==> config.mk <==
export PLATFORM = sky130hd
export DESIGN_NAME = riscv_lsu
export DESIGN_NICKNAME = d
export VERILOG_FILES = /design/src/rtl/riscv_lsu.sv
export SDC_FILE = /design/constraint.sdc
export NUM_CORES = 1
export LEC_CHECK = 0
export ABC_AREA = 1
export BUFFER_PORTS_ARGS = -buffer_cell sky130_fd_sc_hd__buf_2
export CAP_MARGIN = 40
export CORE_ASPECT_RATIO = 1.2
export CORE_MARGIN = 3
export CORE_UTILIZATION = 53
export DETAILED_ROUTE_END_ITERATION = 6
export PLACE_DENSITY = 0.84
export SYNTH_ARGS = -nofsm -noshare
export SYNTH_HDL_FRONTEND = slang
export SYNTH_SLANG_ARGS = --single-unit
==> constraint.sdc <==
create_clock -name i_clk -period 2.8 [get_ports i_clk]
set_input_delay 0.14 -clock i_clk [delete_from_list [all_inputs] [get_ports i_clk]]
set_output_delay 0.14 -clock i_clk [all_outputs]
set_load 0.01 [all_outputs]
==> src/rtl/riscv_lsu.sv <==
// riscv_lsu: memory-stage load/store unit, req/ack data bus master.
// Ports: i_lsu_* from the pipeline, o_lsu_* to stall/writeback, *_dbus_* to the bus.
module riscv_lsu #(
    parameter int unsigned XLEN          = 32,
    parameter int unsigned BUS_TIMEOUT   = 255,
    parameter logic        REGISTER_INIT = 1'b0
) (
    input  logic            i_clk,
    input  logic            i_rstn,
    input  logic            i_lsu_is_load,
    input  logic            i_lsu_mem_wr_en,
    input  logic [3:0]      i_lsu_mem_byte_sel,
    input  logic [XLEN-1:0] i_lsu_addr,
    input  logic [XLEN-1:0] i_lsu_wr_data,
    input  logic [2:0]      i_lsu_func3,
    output logic            o_lsu_stall,
    output logic [XLEN-1:0] o_lsu_rd_data,
    output logic            o_lsu_rd_valid,
    output logic            o_lsu_misaligned,
    output logic            o_lsu_bus_err,
    output logic            o_dbus_req,
    output logic            o_dbus_we,
    output logic [XLEN-1:0] o_dbus_addr,
    output logic [XLEN-1:0] o_dbus_wdata,
    output logic [3:0]      o_dbus_be,
    input  logic            i_dbus_ack,
    input  logic [XLEN-1:0] i_dbus_rdata
);

    typedef enum logic [1:0] {IDLE, REQ, DONE} state_t;

    state_t          state;
    state_t          state_nxt;
    logic [7:0]      cnt;
    logic            load_q;
    logic [2:0]      func3_q;
    logic [1:0]      off_q;
    logic            access;
    logic            sz_h;
    logic            sz_w;
    logic            misal;
    logic            timeout;
    logic [7:0]      byte_v;
    logic [15:0]     half_v;
    logic            sgn;
    logic [XLEN-1:0] ld_fmt;
    logic [XLEN-1:0] st_fmt;

    assign access  = i_lsu_is_load | i_lsu_mem_wr_en;
    // func3[1] set covers W and the undefined encodings, all treated as word
    assign sz_w    = i_lsu_func3[1];
    assign sz_h    = ~i_lsu_func3[1] & i_lsu_func3[0];
    assign misal   = (sz_h & i_lsu_addr[0]) | (sz_w & (|i_lsu_addr[1:0]));
    // the edge that would bring the count to BUS_TIMEOUT aborts instead
    assign timeout = (cnt == 8'(BUS_TIMEOUT - 1));

    always_comb begin
        st_fmt = i_lsu_wr_data;
        if (!i_lsu_func3[1]) begin
            if (i_lsu_func3[0]) st_fmt = {(XLEN/16){i_lsu_wr_data[15:0]}};
            else                st_fmt = {(XLEN/8){i_lsu_wr_data[7:0]}};
        end
    end

    always_comb begin
        byte_v = i_dbus_rdata[{off_q, 3'b000} +: 8];
        half_v = off_q[1] ? i_dbus_rdata[31:16] : i_dbus_rdata[15:0];
        sgn    = ~func3_q[2];
        ld_fmt = i_dbus_rdata;
        if (!func3_q[1]) begin
            if (func3_q[0]) ld_fmt = {{(XLEN-16){sgn & half_v[15]}}, half_v};
            else            ld_fmt = {{(XLEN-8){sgn & byte_v[7]}}, byte_v};
        end
    end

    always_ff @(posedge i_clk or negedge i_rstn) begin
        if (!i_rstn) state <= IDLE;
        else         state <= state_nxt;
    end

    always_comb begin
        state_nxt = state;
        case (state)
            IDLE:    if (access && !misal) state_nxt = REQ;
            REQ:     if (i_dbus_ack || timeout) state_nxt = DONE;
            default: state_nxt = IDLE;
        endcase
    end

    always_comb begin
        o_lsu_stall = 1'b0;
        o_dbus_req  = 1'b0;
        case (state)
            IDLE: o_lsu_stall = access & ~misal;
            REQ: begin
                o_lsu_stall = 1'b1;
                o_dbus_req  = 1'b1;
            end
            default: ;
        endcase
    end

    always_ff @(posedge i_clk or negedge i_rstn) begin
        if (!i_rstn) begin
            cnt              <= '0;
            load_q           <= 1'b0;
            func3_q          <= '0;
            off_q            <= '0;
            o_lsu_rd_data    <= {XLEN{REGISTER_INIT}};
            o_lsu_rd_valid   <= REGISTER_INIT;
            o_lsu_misaligned <= REGISTER_INIT;
            o_lsu_bus_err    <= REGISTER_INIT;
            o_dbus_we        <= REGISTER_INIT;
            o_dbus_addr      <= {XLEN{REGISTER_INIT}};
            o_dbus_wdata     <= {XLEN{REGISTER_INIT}};
            o_dbus_be        <= {4{REGISTER_INIT}};
        end else begin
            o_lsu_rd_valid   <= 1'b0;
            o_lsu_misaligned <= 1'b0;
            o_lsu_bus_err    <= 1'b0;
            case (state)
                IDLE: begin
                    cnt <= '0;
                    if (access && misal) begin
                        o_lsu_misaligned <= 1'b1;
                    end else if (access) begin
                        load_q       <= i_lsu_is_load;
                        func3_q      <= i_lsu_func3;
                        off_q        <= i_lsu_addr[1:0];
                        o_dbus_we    <= ~i_lsu_is_load;
                        o_dbus_addr  <= {i_lsu_addr[XLEN-1:2], 2'b00};
                        o_dbus_wdata <= st_fmt;
                        o_dbus_be    <= i_lsu_is_load ? 4'hF : i_lsu_mem_byte_sel;
                    end
                end
                REQ: begin
                    if (i_dbus_ack) begin
                        if (load_q) begin
                            o_lsu_rd_data  <= ld_fmt;
                            o_lsu_rd_valid <= 1'b1;
                        end
                    end else if (timeout) begin
                        o_lsu_bus_err <= 1'b1;
                        o_lsu_rd_data <= '0;
                    end else begin
                        cnt <= cnt + 8'd1;
                    end
                end
                default: ;
            endcase
        end
    end

endmodule
==> flow_results.org, run 1 <==
** Clocking
- # H-tree levels :: 4
- Resized Gates After CTS :: 0
- For the worst-skew pair, the clock arrives at the later sink with an insertion delay of 0.41 ns.
- Clock root buffer :: sky130_fd_sc_hd__clkbuf_16
- Buffers inserted during clock tree synthesis total 17.
- Clock-pin slew was measured on the worst setup and hold paths at 0.06 ns.
- Clock tree from TritonCTS :: yes
- Largest buffer count on any clock path :: 2
- The tree built by TritonCTS fans out to 118 sinks.

** Setup path
- STA classifies the critical path endpoint as a primary output.
- Worst r2r src :: state[1]
- CP startpoint :: state[1]
- For this run, the slowest stage of the critical path takes 0.49 ns.
- On the critical path, the stage with the largest delay is an instance of sky130_fd_sc_hd__buf_4.
- Cell repeated most along the worst path :: sky130_fd_sc_hd__nand2_2
- STA puts the critical path data arrival time at 2.17 ns.
- STA puts the critical path data required time at 2.66 ns.
- STA classifies the critical path startpoint as a flop.
- Sequence of cells on the critical path :: inv_2, nand2_2, nor2_1, nand2_2, buf_4, nand2_1, buf_2
- Of all nets on the critical path, the largest fanout is 48.
- Worst Setup Path Type :: reg -> out

** Synth
- Leading cell types by total area after synthesis :: sky130_fd_sc_hd__dfrtp_1, sky130_fd_sc_hd__nand2_1, sky130_fd_sc_hd__nor2_1
- Avg Cell Area, Syn :: 7.776 sq um
- Share of the synthesized area in the top cell type :: 52.37%
- Most instantiated flip-flop cell in the synthesis netlist :: sky130_fd_sc_hd__dfrtp_1
- Dominant cell type by area after synthesis :: sky130_fd_sc_hd__dfrtp_1
- Synthesized instance count :: 725
- Synthesis-stage register bit count :: 118
- The netlist uses 34 different library cells.
- Post-synthesis async set-or-reset flop share :: 100.0%
- Sorting the synthesized cells by how often they occur yields sky130_fd_sc_hd__nand2_1, sky130_fd_sc_hd__dfrtp_1, sky130_fd_sc_hd__nor2_1.
- Counting flops with a built-in enable in the synthesized netlist gives 0.
- After synthesis the cells add up to 5638 sq um.
- The most common cell in the synthesized netlist is sky130_fd_sc_hd__nand2_1.
- Sequential area share after synthesis :: 52.37%
- Number of warning messages in the yosys log :: 0

** Finish
- The finished layout holds 1,114 standard cells, fillers aside.
- Counting the fill cells in the layout gives 717.
- Final net count :: 1,084
- Final design instance area without fill :: 7819 sq um
- The post-route netlist has 28.57% of its cells at a drive strength greater than 1.
- Area growth from synthesis to final layout :: 38.68%

** Hold path
- Path type of the worst min-delay path :: in -> reg
- Launch instance of the worst min-delay path :: i_lsu_wr_data[0]

** Global route
- Global routing used 9.490% of the available met3 tracks.
- The first global-routing pass estimated 30,910 microns of wire.
- Grt met2 use :: 53.77%
- All-Layer GR Usage :: 33.12%
- Antenna violations before repair :: 1
- met2 is the most crowded layer.
- Entering global routing, the biggest net connects 67 pins.
- Met1 Use GR :: 38.74%
- Number of global-route vias before repair :: 6,271
- Sum of overflow across all layers after global routing :: 0

** Power
- Summed over all cells, the static leakage comes to 4.315 nW.
- Worst VDD drop :: 0.0005518 V
- Power spread over the standard cell area amounts to 1033 nW/um^2.

** Timing
- Final setup vio count :: 0
- The clock arrives with 0.008977 ns of skew.
- Transition at the pin with the smallest max-transition slack :: 0.8566 ns
- The worst pin sits at a relative slew slack of 42.89%.
- Fraction of the cycle the final worst path needs :: 82.59%
- The count of endpoints failing hold in the final timing report was 0.
- The number of pins exceeding their max-slew limit in the final report came to 0.
- Final setup margin :: 0.4875 ns
- Setup repair after global routing left no endpoint under its margin.
- Timing would allow up to 432.4 MHz.
- In the final timing run, aggregate negative setup slack is 0 ns.
- Crit path time final :: 2.312 ns

** Route
- Summing over every cut layer, the via total after detailed routing is 6,229.
- Routed len/inst :: 17.77 microns
- Wires add up to 19,800 microns.
- Antenna violation net count after detailed routing :: 0
- Number of violations reported at the end of detailed-routing iteration 0 :: 597
- Dividing the detail-routed via count by the number of cells gives 5.592.
- The first detailed-routing pass ran for 7 iterations.
- Post-route DRC :: 0

** Place
- Placed Cells :: 1,035
- Once detailed placement completed, the half-perimeter wirelength came to 11,540 microns.
- Weighted congestion at the end of routability-driven global placement :: 0.9080
- Count of input and output buffers :: 211
- OpenSTA, run right after detailed placement, puts the worst setup slack at 0.7223 ns.
- Cell area after placement :: 6771 sq um

** Floorplanning
- The die covers 11,920 sq um.
- In this run the standard cell core region covers 10,210 sq um.
- Row count :: 40
- From left edge to right edge, the die measures 100.2 microns.
- In this run the vertical extent of the chip is 119.0 microns.
- Count of pins on the block boundary :: 214
- Starting Density :: 55.22%

** Outcome
- Status :: completed

** Flow run
- The tool flagged a number of max-cap violations equal to 0.
sequential cells by signal, summed over array words and instances, names as in the netlist:
signal            count
o_dbus_wdata         32
o_lsu_rd_data        32
o_dbus_addr          30
cnt                   8
o_dbus_be             4
func3_q               3
off_q                 2
state                 2
load_q                1
o_dbus_we             1
o_lsu_bus_err         1
o_lsu_misaligned      1
o_lsu_rd_valid        1
report_power, final:
group / internal, W / total [W] / switching (W)
Clock: 0.00135 / 0.00217 / 0.000820
Combinational: 0.00113 / 0.00303 / 0.00190
Sequential: 0.00238 / 0.00288 / 0.000493
Total: 0.00487 / 0.00808 / 0.00321
layout make-up:
cell class                      instances  area [sq um]  share of cell area (%)
Sequential cell                       118          2953                   37.77
Tap cell                              126         157.7                   2.016
Clock buffer                           20         456.7                   5.841
Antenna cell                            1         2.502                 0.03201
Timing Repair Buffer                  266          1632                   20.87
Inverter                               38         142.6                   1.824
Multi-Input combinational cell        533          2347                   30.02
Clock inverter                         12         127.6                   1.632
path summary, 6_finish.rpt:
path / slack, ns / cells after the start / end
worst max-delay path: 0.49 / 7 / o_lsu_stall
worst min-delay path: 0.02 / 3 / o_dbus_wdata[0]
worst max register to register: 0.69 / 8 / o_dbus_wdata[28]
worst min register to register: 0.47 / 2 / o_lsu_rd_data[17]
max in group asynchronous: 1.62 / 3 / o_dbus_addr[24]
min in group asynchronous: 0.44 / 2 / o_dbus_wdata[17]
cells by family after synthesis:
kind of cell               after synthesis  share of synthesized area (%)
AOI/OAI and AO/OA                       83                          8.056
xor gates and xnor gates                 3                         0.4661
adders and majority gates                2                         0.4438
buffers and inverters                   75                          6.058
DFF                                    118                          52.37
other                                    1                        0.06651
and+or+nand+nor                        443                          32.53
per-layer routing:
| metal | share of wire [%] | vias up | wire length (microns) |
|---|---|---|---|
| met3 | 12 | 116 | 2344 |
| li1 | - | 2769 | - |
| met2 | 47 | 487 | 9371 |
| met5 | 0 | - | 0 |
| met4 | 5.7 | 0 | 1126 |
| met1 | 35 | 2857 | 6953 |
per-stage QoR:
stage / power (W) / utilization [%] / hold slack [ns]
2_1_floorplan: 0.004542 / - / -0.1556
3_5_place_dp: 0.005677 / 66.32 / 0.2924
3_3_place_gp: 0.005590 / 66.05 / 0.2880
6_report: 0.008079 / 76.58 / 0.02149
4_1_cts: 0.007893 / 76.56 / 0.009403
5_1_grt: 0.008508 / 76.58 / 0.01549
layout by cell type (no fill, tap or decap), types with 2 or more instances in the layout:
master                          instances
sky130_fd_sc_hd__nand4_1               10
sky130_fd_sc_hd__or2_2                  4
sky130_fd_sc_hd__nand2_1              308
sky130_fd_sc_hd__nand3_1               32
sky130_fd_sc_hd__clkbuf_16             17
sky130_fd_sc_hd__o21a_1                 9
sky130_fd_sc_hd__nand3_4                2
sky130_fd_sc_hd__nor2_1                65
sky130_fd_sc_hd__inv_1                 32
sky130_fd_sc_hd__o21ai_1                7
sky130_fd_sc_hd__buf_4                  7
sky130_fd_sc_hd__clkinv_2               4
sky130_fd_sc_hd__dfrtp_1              118
sky130_fd_sc_hd__xor2_1                 2
sky130_fd_sc_hd__inv_2                  5
sky130_fd_sc_hd__a21oi_1               31
sky130_fd_sc_hd__conb_1                 2
sky130_fd_sc_hd__nand2_2               14
sky130_fd_sc_hd__buf_2                210
sky130_fd_sc_hd__dlygate4sd3_1         46
sky130_fd_sc_hd__nor2_2                 2
sky130_fd_sc_hd__clkbuf_8               2
sky130_fd_sc_hd__o21ai_0               33
sky130_fd_sc_hd__bufinv_16              2
sky130_fd_sc_hd__buf_12                 2
sky130_fd_sc_hd__clkinvlp_4             4
sky130_fd_sc_hd__ha_1                   2
repair_timing:
item,4_1_cts,5_1_grt
hold buffers,46,0
hold endpoints to repair,109,0
endpoints found under the setup margin,0,0
buffers inserted,0,0
worst max-delay path: cells and delay by family, from the launching register on:
kind | cells | cell delay, ns
buffers and inverters | 3 | 0.71
AND/OR/NAND/NOR | 4 | 0.64
flip-flops | 1 | 0.37
Note: power is estimated with default switching activity, not from simulation.
==> inputs of run 2 (changes only) <==
- CORE_UTILIZATION: 53 -> 45
- PLACE_DENSITY: 0.84 -> 0.76
- clock period: 2.8 -> 1.9 ns (I/O delays scaled with it)
==> flow_results.org, run 2 (same netlist as run 1, synthesis figures left out) <==
** Finish
- The fraction of layout instances using a drive strength above 1 was 28.87% (+0.30 points).
- Leaving out fill and tap cells, the most frequent cell in the layout is sky130_fd_sc_hd__nand2_1.
- Area growth from synthesis to final layout :: 42.77%
- Regs by FF count :: o_dbus_wdata: 32 flops, o_lsu_rd_data: 32 flops, o_dbus_addr: 30 flops
- The number of nets at the end of the flow was 1,098 (+1.3%).
- The top cell types in the final layout, fill and taps aside, are sky130_fd_sc_hd__nand2_1, sky130_fd_sc_hd__buf_2, sky130_fd_sc_hd__dfrtp_1, sky130_fd_sc_hd__nor2_1, sky130_fd_sc_hd__dlygate4sd3_1.
- Non-Filler Instances :: 1,163 (+4.4%)

** Setup path
- Worst r2r src :: state[1]
- The largest individual stage delay along the critical path comes from the cell sky130_fd_sc_hd__dfrtp_1.
- Reg2Reg Capture Point :: o_dbus_be[3]
- Maximum net fanout on the critical path :: 52 (+8.3%)
- Traced cell by cell, the critical path runs through inv_2, nand2_2, nor2_1, nand2_2, buf_12, nand2_1, buf_2.
- The setup slack on the worst flop-to-flop path came to 0.20 ns (-0.49 ns).
- Worst Setup Path Type :: reg -> out
- Cell repeated most along the worst path :: sky130_fd_sc_hd__nand2_2
- The worst setup path is captured at a primary output.
- The required time at the endpoint of the critical path was 1.80 ns (-0.86 ns).
- The critical path data arrival time is 1.68 ns (-0.49 ns).
- Crit path launch type :: flop
- The worst-case reg-to-reg path depth came to 8 (unchanged).
- The critical path's largest stage delay came to 0.40 ns (-0.09 ns).

** Power
- The worst-case vdd ir drop was 0.0007755 V (+41%).
- Net switching power of the design :: 0.004630 W (+44%)
- Switching portion of total power :: 38.28% (-1.4 points)
- The design internal power is 0.007467 W (+53%).
- The sequential power share came to 34.5% (-1.1 points).
- The leakage power came to 4.413 nW (+2.3%).
- Total power :: 0.01210 W (+50%)
- P per Cell Area :: 1503 nW/um^2 (+45%)
- The part of the power in combinational logic came to 37.5% (about the same).
- The power share of the clock group came to 28.0% (+1.1 points).

** Clocking
- Number of clock sinks :: 118 (unchanged)
- TritonCTS built the clock tree.
- Largest buffer count on any clock path :: 2 (unchanged)
- Clk_lat worst skew :: 0.41 ns (about the same)
- The clock slew seen by the registers of the worst setup and hold paths came to 0.06 ns (about the same).
- The number of CTS-inserted buffers came to 17 (unchanged).
- The tree is rooted in a sky130_fd_sc_hd__clkbuf_16.
- # H-tree levels :: 4 (unchanged)

** Global route
- Sum of overflow across all layers after global routing :: 0 (unchanged)
- The global-route usage over all layers was 25.76% (-7.4 points).
- The number of global-route vias before repair came to 5,682 (-9.4%).
- The global-route wire length before repair was 28,190 microns (-8.8%).
- The maximum number of pins on one net before global-route repair is 76 (+13%).
- The initial antenna violation count was 1 (unchanged).

** Route
- The final routed DRC violation total is 0 (unchanged).
- The number of nets with antenna violations after detailed routing is 0 (unchanged).
- Total Routed Length :: 17,650 microns (-11%)
- The detailed-route wire length on metal 1 is 6975 microns (+0.32%).
- Routed length on met3 :: 1663 microns (-29%)
- Highest Signal Layer :: met4
- Routed len/inst :: 15.17 microns (-15%)
- The count of vias placed by the detailed router was 5,902 (-5.2%).
- The sum of met2 wire segment lengths after detailed routing was 8613 microns (-8.1%).
- Ratio of routed vias to standard cells :: 5.075 (-9.2%)
- The detailed-router iteration count before antenna repair came to 5 (-2).
- Number of violations reported at the end of detailed-routing iteration 0 :: 421 (-29%)

** Hold path
- The instance count along the most critical hold path was 5 (+2).
- The tightest min-delay check is of the in -> reg type.
- The path with the worst hold slack has its endpoint at o_lsu_rd_data[3].
- Launch instance of the worst min-delay path :: i_dbus_rdata[3]

** Timing
- The count of endpoints failing hold in the final timing report is 0 (unchanged).
- The slew at the pin closest to its max-slew limit was 0.5781 ns (-0.2785 ns).
- Final setup margin :: 0.1204 ns (-0.3671 ns)
- Summed negative setup slack over all endpoints :: 0 ns (unchanged)
- The number of pins exceeding their max-slew limit in the final report came to 0 (unchanged).
- The number of endpoints failing setup at the final stage came to 0 (unchanged).
- Max_slew headroom :: 61.42% (+19 points)
- Worst-case clock skew :: 0.01100 ns (+0.002018 ns)
- Peak clock frequency supported by timing :: 561.9 MHz
- Worst hold slack across all endpoints :: 0.01794 ns (-0.003555 ns)
- Fraction of the cycle the final worst path needs :: 93.66%
- The clock period could shrink to 1.780 ns.
- Setup repair after global routing left no endpoint under its margin.

** Place
- The final RePlAce weighted congestion is 1.006 (+11%).
- Total half-perimeter wirelength after legalization and detailed placement :: 11,550 microns (about the same)
- Placed Cells :: 1,074 (+3.8%)
- The number of input and output port buffers inserted came to 211 (unchanged).
- Pre-CTS WS :: 0.1640 ns (-0.5583 ns)

** Floorplanning
- Die Ht :: 128.6 microns (+8.1%)
- The starting density of the core was 46.34% (-8.9 points).
- The floorplan die area was 13,910 sq um (+17%).
- Row count :: 44 (+10%)
- Core ar. :: 12,170 sq um (+19%)
- Count of pins on the block boundary :: 214 (unchanged)
- The floorplan die width is 108.2 microns (+8.0%).

** Flow run
- The number of maximum-capacitance violations was 0 (unchanged).

** Outcome
- Status :: completed
run 2: cell count changes in the layout (fill, tap and decap cells not counted), moves of 3 or more:
cell | before | now
sky130_fd_sc_hd__buf_4 | 7 | 11
sky130_fd_sc_hd__buf_12 | 2 | 5
sky130_fd_sc_hd__dlygate4sd3_1 | 46 | 54
sky130_fd_sc_hd__inv_6 | 1 | 6
sky130_fd_sc_hd__clkinv_4 | 1 | 4
sky130_fd_sc_hd__clkinvlp_4 | 4 | 0
sky130_fd_sc_hd__clkinv_2 | 4 | 0
run 2: worst max-delay path, delay by kind of cell (launching register included):
kind	cells	cell delay [ns]
simple gates	4	0.46
flops	1	0.40
buf+inv	3	0.41
run 2: through the flow:
step / util [%] / area [sq um]
CTS: 65.73 / 7998
floorplan: - / 5642
global placement: 56.10 / 6825
global route: 66.16 / 8049
finish: 66.16 / 8049
detailed placement: 56.10 / 6825
run 2: final cells by class:
cell class / instances / area [sq um]
fillers: 1012 / 4118
repair buffers: 280 / 1774
flip-flops and latches: 118 / 2953
inverters: 38 / 142.6
well taps: 161 / 201.4
clock inverters: 14 / 188.9
clock buffers: 18 / 439.2
diodes: 1 / 2.502
multi-input cells: 533 / 2347
run 2: what timing repair did:
item | in CTS | in global routing
hold endpoints to repair | 79 | 0
setup buffers | 0 | 2
endpoints found under the setup margin | 1 | 3
hold buffers | 54 | 0
resized for setup | 1 | 3
pin swaps | 0 | 1
run 2: how the worst max path moves through the flow:
stage / from / endpoint / slack (ns) / cells after the start
floorplan: state[1] / o_lsu_rd_data[30] / 0.53 / 7
finish: state[1] / o_lsu_stall / 0.12 / 7
global placement: off_q[1] / o_lsu_rd_data[30] / 0.22 / 7
CTS: state[1] / o_lsu_stall / 0.04 / 7
global route: state[1] / o_lsu_stall / 0.02 / 7
detailed placement: off_q[1] / o_lsu_rd_data[31] / 0.16 / 7
run 2: power by group through the flow:
| stage | logic, W | registers (W) | clock network [W] |
|---|---|---|---|
| 2_1_floorplan | 0.00219 | 0.00451 | 0 |
| 3_3_place_gp | 0.00414 | 0.00415 | 0 |
| 3_5_place_dp | 0.00423 | 0.00413 | 0 |
| 4_1_cts | 0.00432 | 0.00414 | 0.00343 |
| 5_1_grt | 0.00506 | 0.00428 | 0.00355 |
| 6_report | 0.00454 | 0.00417 | 0.00339 |
run 2: per-layer routing:
layer	up-vias	track usage (%)
li1	2801	-
met1	2747	31.88
met2	317	42.86
met3	37	7.577
met4	0	9.510
met5	-	0
==> inputs of run 3 (changes only) <==
- RECOVER_POWER: unset -> 50
==> flow_results.org, run 3 (same netlist as run 1, synthesis figures left out) <==
** Power
- Gate power share :: 36.9% (-0.6 points)
- The total net switching power was 0.004647 W (+0.36%).
- The power per cell area is 1502 nW/um^2 (about the same).
- The power share of the clock group came to 28.2% (+0.2 points).
- Fraction of power consumed by sequential logic :: 34.9% (+0.4 points)
- The worst-case vdd ir drop was 0.0007729 V (-0.33%).
- Static leakage :: 4.251 nW (-3.7%)
- Cell internal pwr :: 0.007344 W (-1.6%)
- Switching portion of total power :: 38.75% (+0.48 points)

** Flow run
- The number of maximum-capacitance violations was 0 (unchanged).

** Route
- Ratio of routed vias to standard cells :: 5.065 (-0.19%)
- Number of violations reported at the end of detailed-routing iteration 0 :: 394 (-6.4%)
- The count of vias placed by the detailed router was 5,891 (-0.19%).
- Drt pass-1 iters :: 5 (unchanged)
- The routed length per instance is 15.27 microns (+0.62%).
- The final routed DRC violation total was 0 (unchanged).
- The sum of routed wire length over all layers was 17,760 microns (+0.62%).
- Antenna violation net count after detailed routing :: 0 (unchanged)

** Global route
- Antenna violations before repair :: 1 (unchanged)
- Sum of overflow across all layers after global routing :: 0 (unchanged)
- Maximum number of pins on one net before global-route repair :: 76 (unchanged)
- The global-route usage over all layers was 25.76% (unchanged).
- The number of global-route vias before repair is 5,682 (unchanged).
- Global-route wire length before repair :: 28,190 microns (unchanged)

** Clocking
- TritonCTS built the clock tree.
- The clock slew seen by the registers of the worst setup and hold paths came to 0.06 ns (about the same).
- Largest buffer count on any clock path :: 2 (unchanged)
- Clk_lat worst skew :: 0.40 ns (about the same)
- Number of clock sinks :: 118 (unchanged)
- Clock buffers created by TritonCTS :: 17 (unchanged)
- The number of levels in the clock H-tree was 4 (unchanged).
- Clock root buffer :: sky130_fd_sc_hd__clkbuf_16

** Timing
- Setup repair after global routing left no endpoint under its margin.
- The number of endpoints failing setup at the final stage came to 0 (unchanged).
- Number of endpoints with negative hold slack in the final report :: 0 (unchanged)
- The achievable clock frequency was 562.7 MHz (+0.14%).
- The period utilization is 93.53% (-0.13 points).
- Max_slew headroom :: 49.26% (-12 points)
- Worst-case clock skew :: 0.009885 ns (-0.001110 ns)
- The slew at the pin closest to its max-slew limit is 0.7611 ns (+0.1830 ns).
- The minimum clock period was 1.777 ns (-0.002471 ns).
- The summed negative setup slack over all endpoints is 0 ns (unchanged).
- Final-report max-slew violation count :: 0 (unchanged)

** Setup path
- The worst path buffer plus inverter count was 3 (unchanged).
- Data arrival, critical path :: 1.68 ns (about the same)
- The maximum fanout along the worst path came to 52 (unchanged).
- The critical path is of the reg -> out type.
- STA classifies the critical path startpoint as a flop.
- Broken down by cell family, the worst path's largest delay share belongs to simple AND/OR/NAND/NOR gates.
- Among all stages on the critical path, the largest delay is contributed by sky130_fd_sc_hd__dfrtp_1.
- The required time at the endpoint of the critical path came to 1.80 ns (about the same).
- Delay of the slowest cell on the worst path :: 0.40 ns (about the same)
- Traced cell by cell, the critical path runs through inv_2, nand2_2, nor2_1, nand2_2, buf_12, nand2_1, buf_2.
- Counting stages on the worst path, the most repeated cell is sky130_fd_sc_hd__nand2_2.
- STA classifies the critical path endpoint as a primary output.

** Place
- Weighted congestion at the end of routability-driven global placement :: 1.006 (unchanged)
- Cell area after placement :: 6825 sq um (unchanged)
- Total half-perimeter wirelength after legalization and detailed placement :: 11,550 microns (unchanged)
- Count of input and output buffers :: 211 (unchanged)

** Finish
- Area growth from synthesis to final layout :: 41.57%
- Final design instance area without fill :: 7981 sq um (-0.84%)
- The library cell used most frequently in the layout, excluding fill and tap cells, is sky130_fd_sc_hd__nand2_1.
- Regs by FF count :: o_dbus_wdata: 32 flops, o_lsu_rd_data: 32 flops, o_dbus_addr: 30 flops
- Commonest cells after routing, fill and taps aside :: sky130_fd_sc_hd__nand2_1, sky130_fd_sc_hd__buf_2, sky130_fd_sc_hd__dfrtp_1, sky130_fd_sc_hd__nor2_1, sky130_fd_sc_hd__dlygate4sd3_1
- Final net count :: 1,098 (unchanged)
- The fraction of layout instances using a drive strength above 1 came to 23.78% (-5.1 points).

** Floorplanning
- The floorplan die area came to 13,910 sq um (unchanged).
- The top-level port count is 214 (unchanged).
- Starting Density :: 46.34% (unchanged)
- The height of the die is 128.6 microns (unchanged).
- Row count :: 44 (unchanged)
- Die Width :: 108.2 microns (unchanged)
- The core region area was 12,170 sq um (unchanged).

** Outcome
- The flow ran to the end, and the final reports show no timing, DRC or antenna violations.

** Hold path
- Path type of the worst min-delay path :: in -> reg
[run 3: final cells by class]
| class | count | area, sq um |
|---|---|---|
| multi-input cells | 533 | 2347 |
| diodes | 1 | 2.502 |
| inverters | 38 | 142.6 |
| repair buffers | 280 | 1707 |
| clock buffers | 18 | 439.2 |
| clock inverters | 14 | 188.9 |
| well taps | 161 | 201.4 |
| fillers | 1031 | 4185 |
| flip-flops and latches | 118 | 2953 |
[run 3: power groups by stage]
stage | clock (W) | combinational [W] | sequential (W)
finish | 0.00338 | 0.00442 | 0.00419
global route | 0.00355 | 0.00493 | 0.00430
CTS | 0.00343 | 0.00432 | 0.00414
detailed placement | 0 | 0.00423 | 0.00413
global placement | 0 | 0.00414 | 0.00415
floorplan | 0 | 0.00219 | 0.00451
[run 3: per-layer routing]
layer	GRT usage [%]	wire length [microns]	vias to the layer above
met5	0	0	-
met4	9.510	384	0
met3	7.577	1671	36
met2	42.86	8650	307
met1	31.88	7048	2746
li1	-	-	2802
[run 3: path summary, 6_finish.rpt]
check	endpoint	start	cells past startpoint	slack, ns
worst max register to register	o_dbus_be[3]	state[1]	8	0.21
worst min register to register	o_lsu_rd_data[6]	o_lsu_rd_data[6]	2	0.47
min in group asynchronous	o_lsu_rd_data[18]	i_rstn	2	0.29
max in group asynchronous	o_dbus_wdata[9]	i_rstn	3	0.40
worst min-delay path	o_lsu_rd_data[3]	i_dbus_rdata[3]	5	0.02
worst max-delay path	o_lsu_stall	state[1]	7	0.12
[run 3: through the flow]
step           std cells  hold slack, ns  total power, W  utilization, %  setup WS, ns
6_report            1163         0.01766         0.01199           65.60        0.1229
5_1_grt             1163         0.03768         0.01278           65.60       0.02103
4_1_cts             1160        0.004544         0.01189           65.73       0.03573
3_5_place_dp        1074         0.04570        0.008361           56.10        0.1640
3_3_place_gp        1074         0.04694        0.008288           56.10        0.2197
2_1_floorplan        726         -0.2006        0.006693               -        0.5322
[run 3: worst reg2reg max path, cell delays in order (launching register included)]
cell                      delay [ns]
sky130_fd_sc_hd__dfrtp_1        0.40
sky130_fd_sc_hd__inv_2          0.07
sky130_fd_sc_hd__nand2_2        0.13
sky130_fd_sc_hd__nor2_1         0.15
sky130_fd_sc_hd__nand2_2        0.11
sky130_fd_sc_hd__buf_4          0.22
sky130_fd_sc_hd__or2_1          0.30
sky130_fd_sc_hd__nor2_1         0.14
sky130_fd_sc_hd__nor2_1         0.07
[run 3: repair_timing]
action                                 4_1_cts  5_1_grt
hold buffers                                54        0
buffers inserted                             0        2
pin swaps                                    0        1
resized for setup                            1        3
endpoints found under the hold margin       79        0
setup endpoints to repair                    1        3
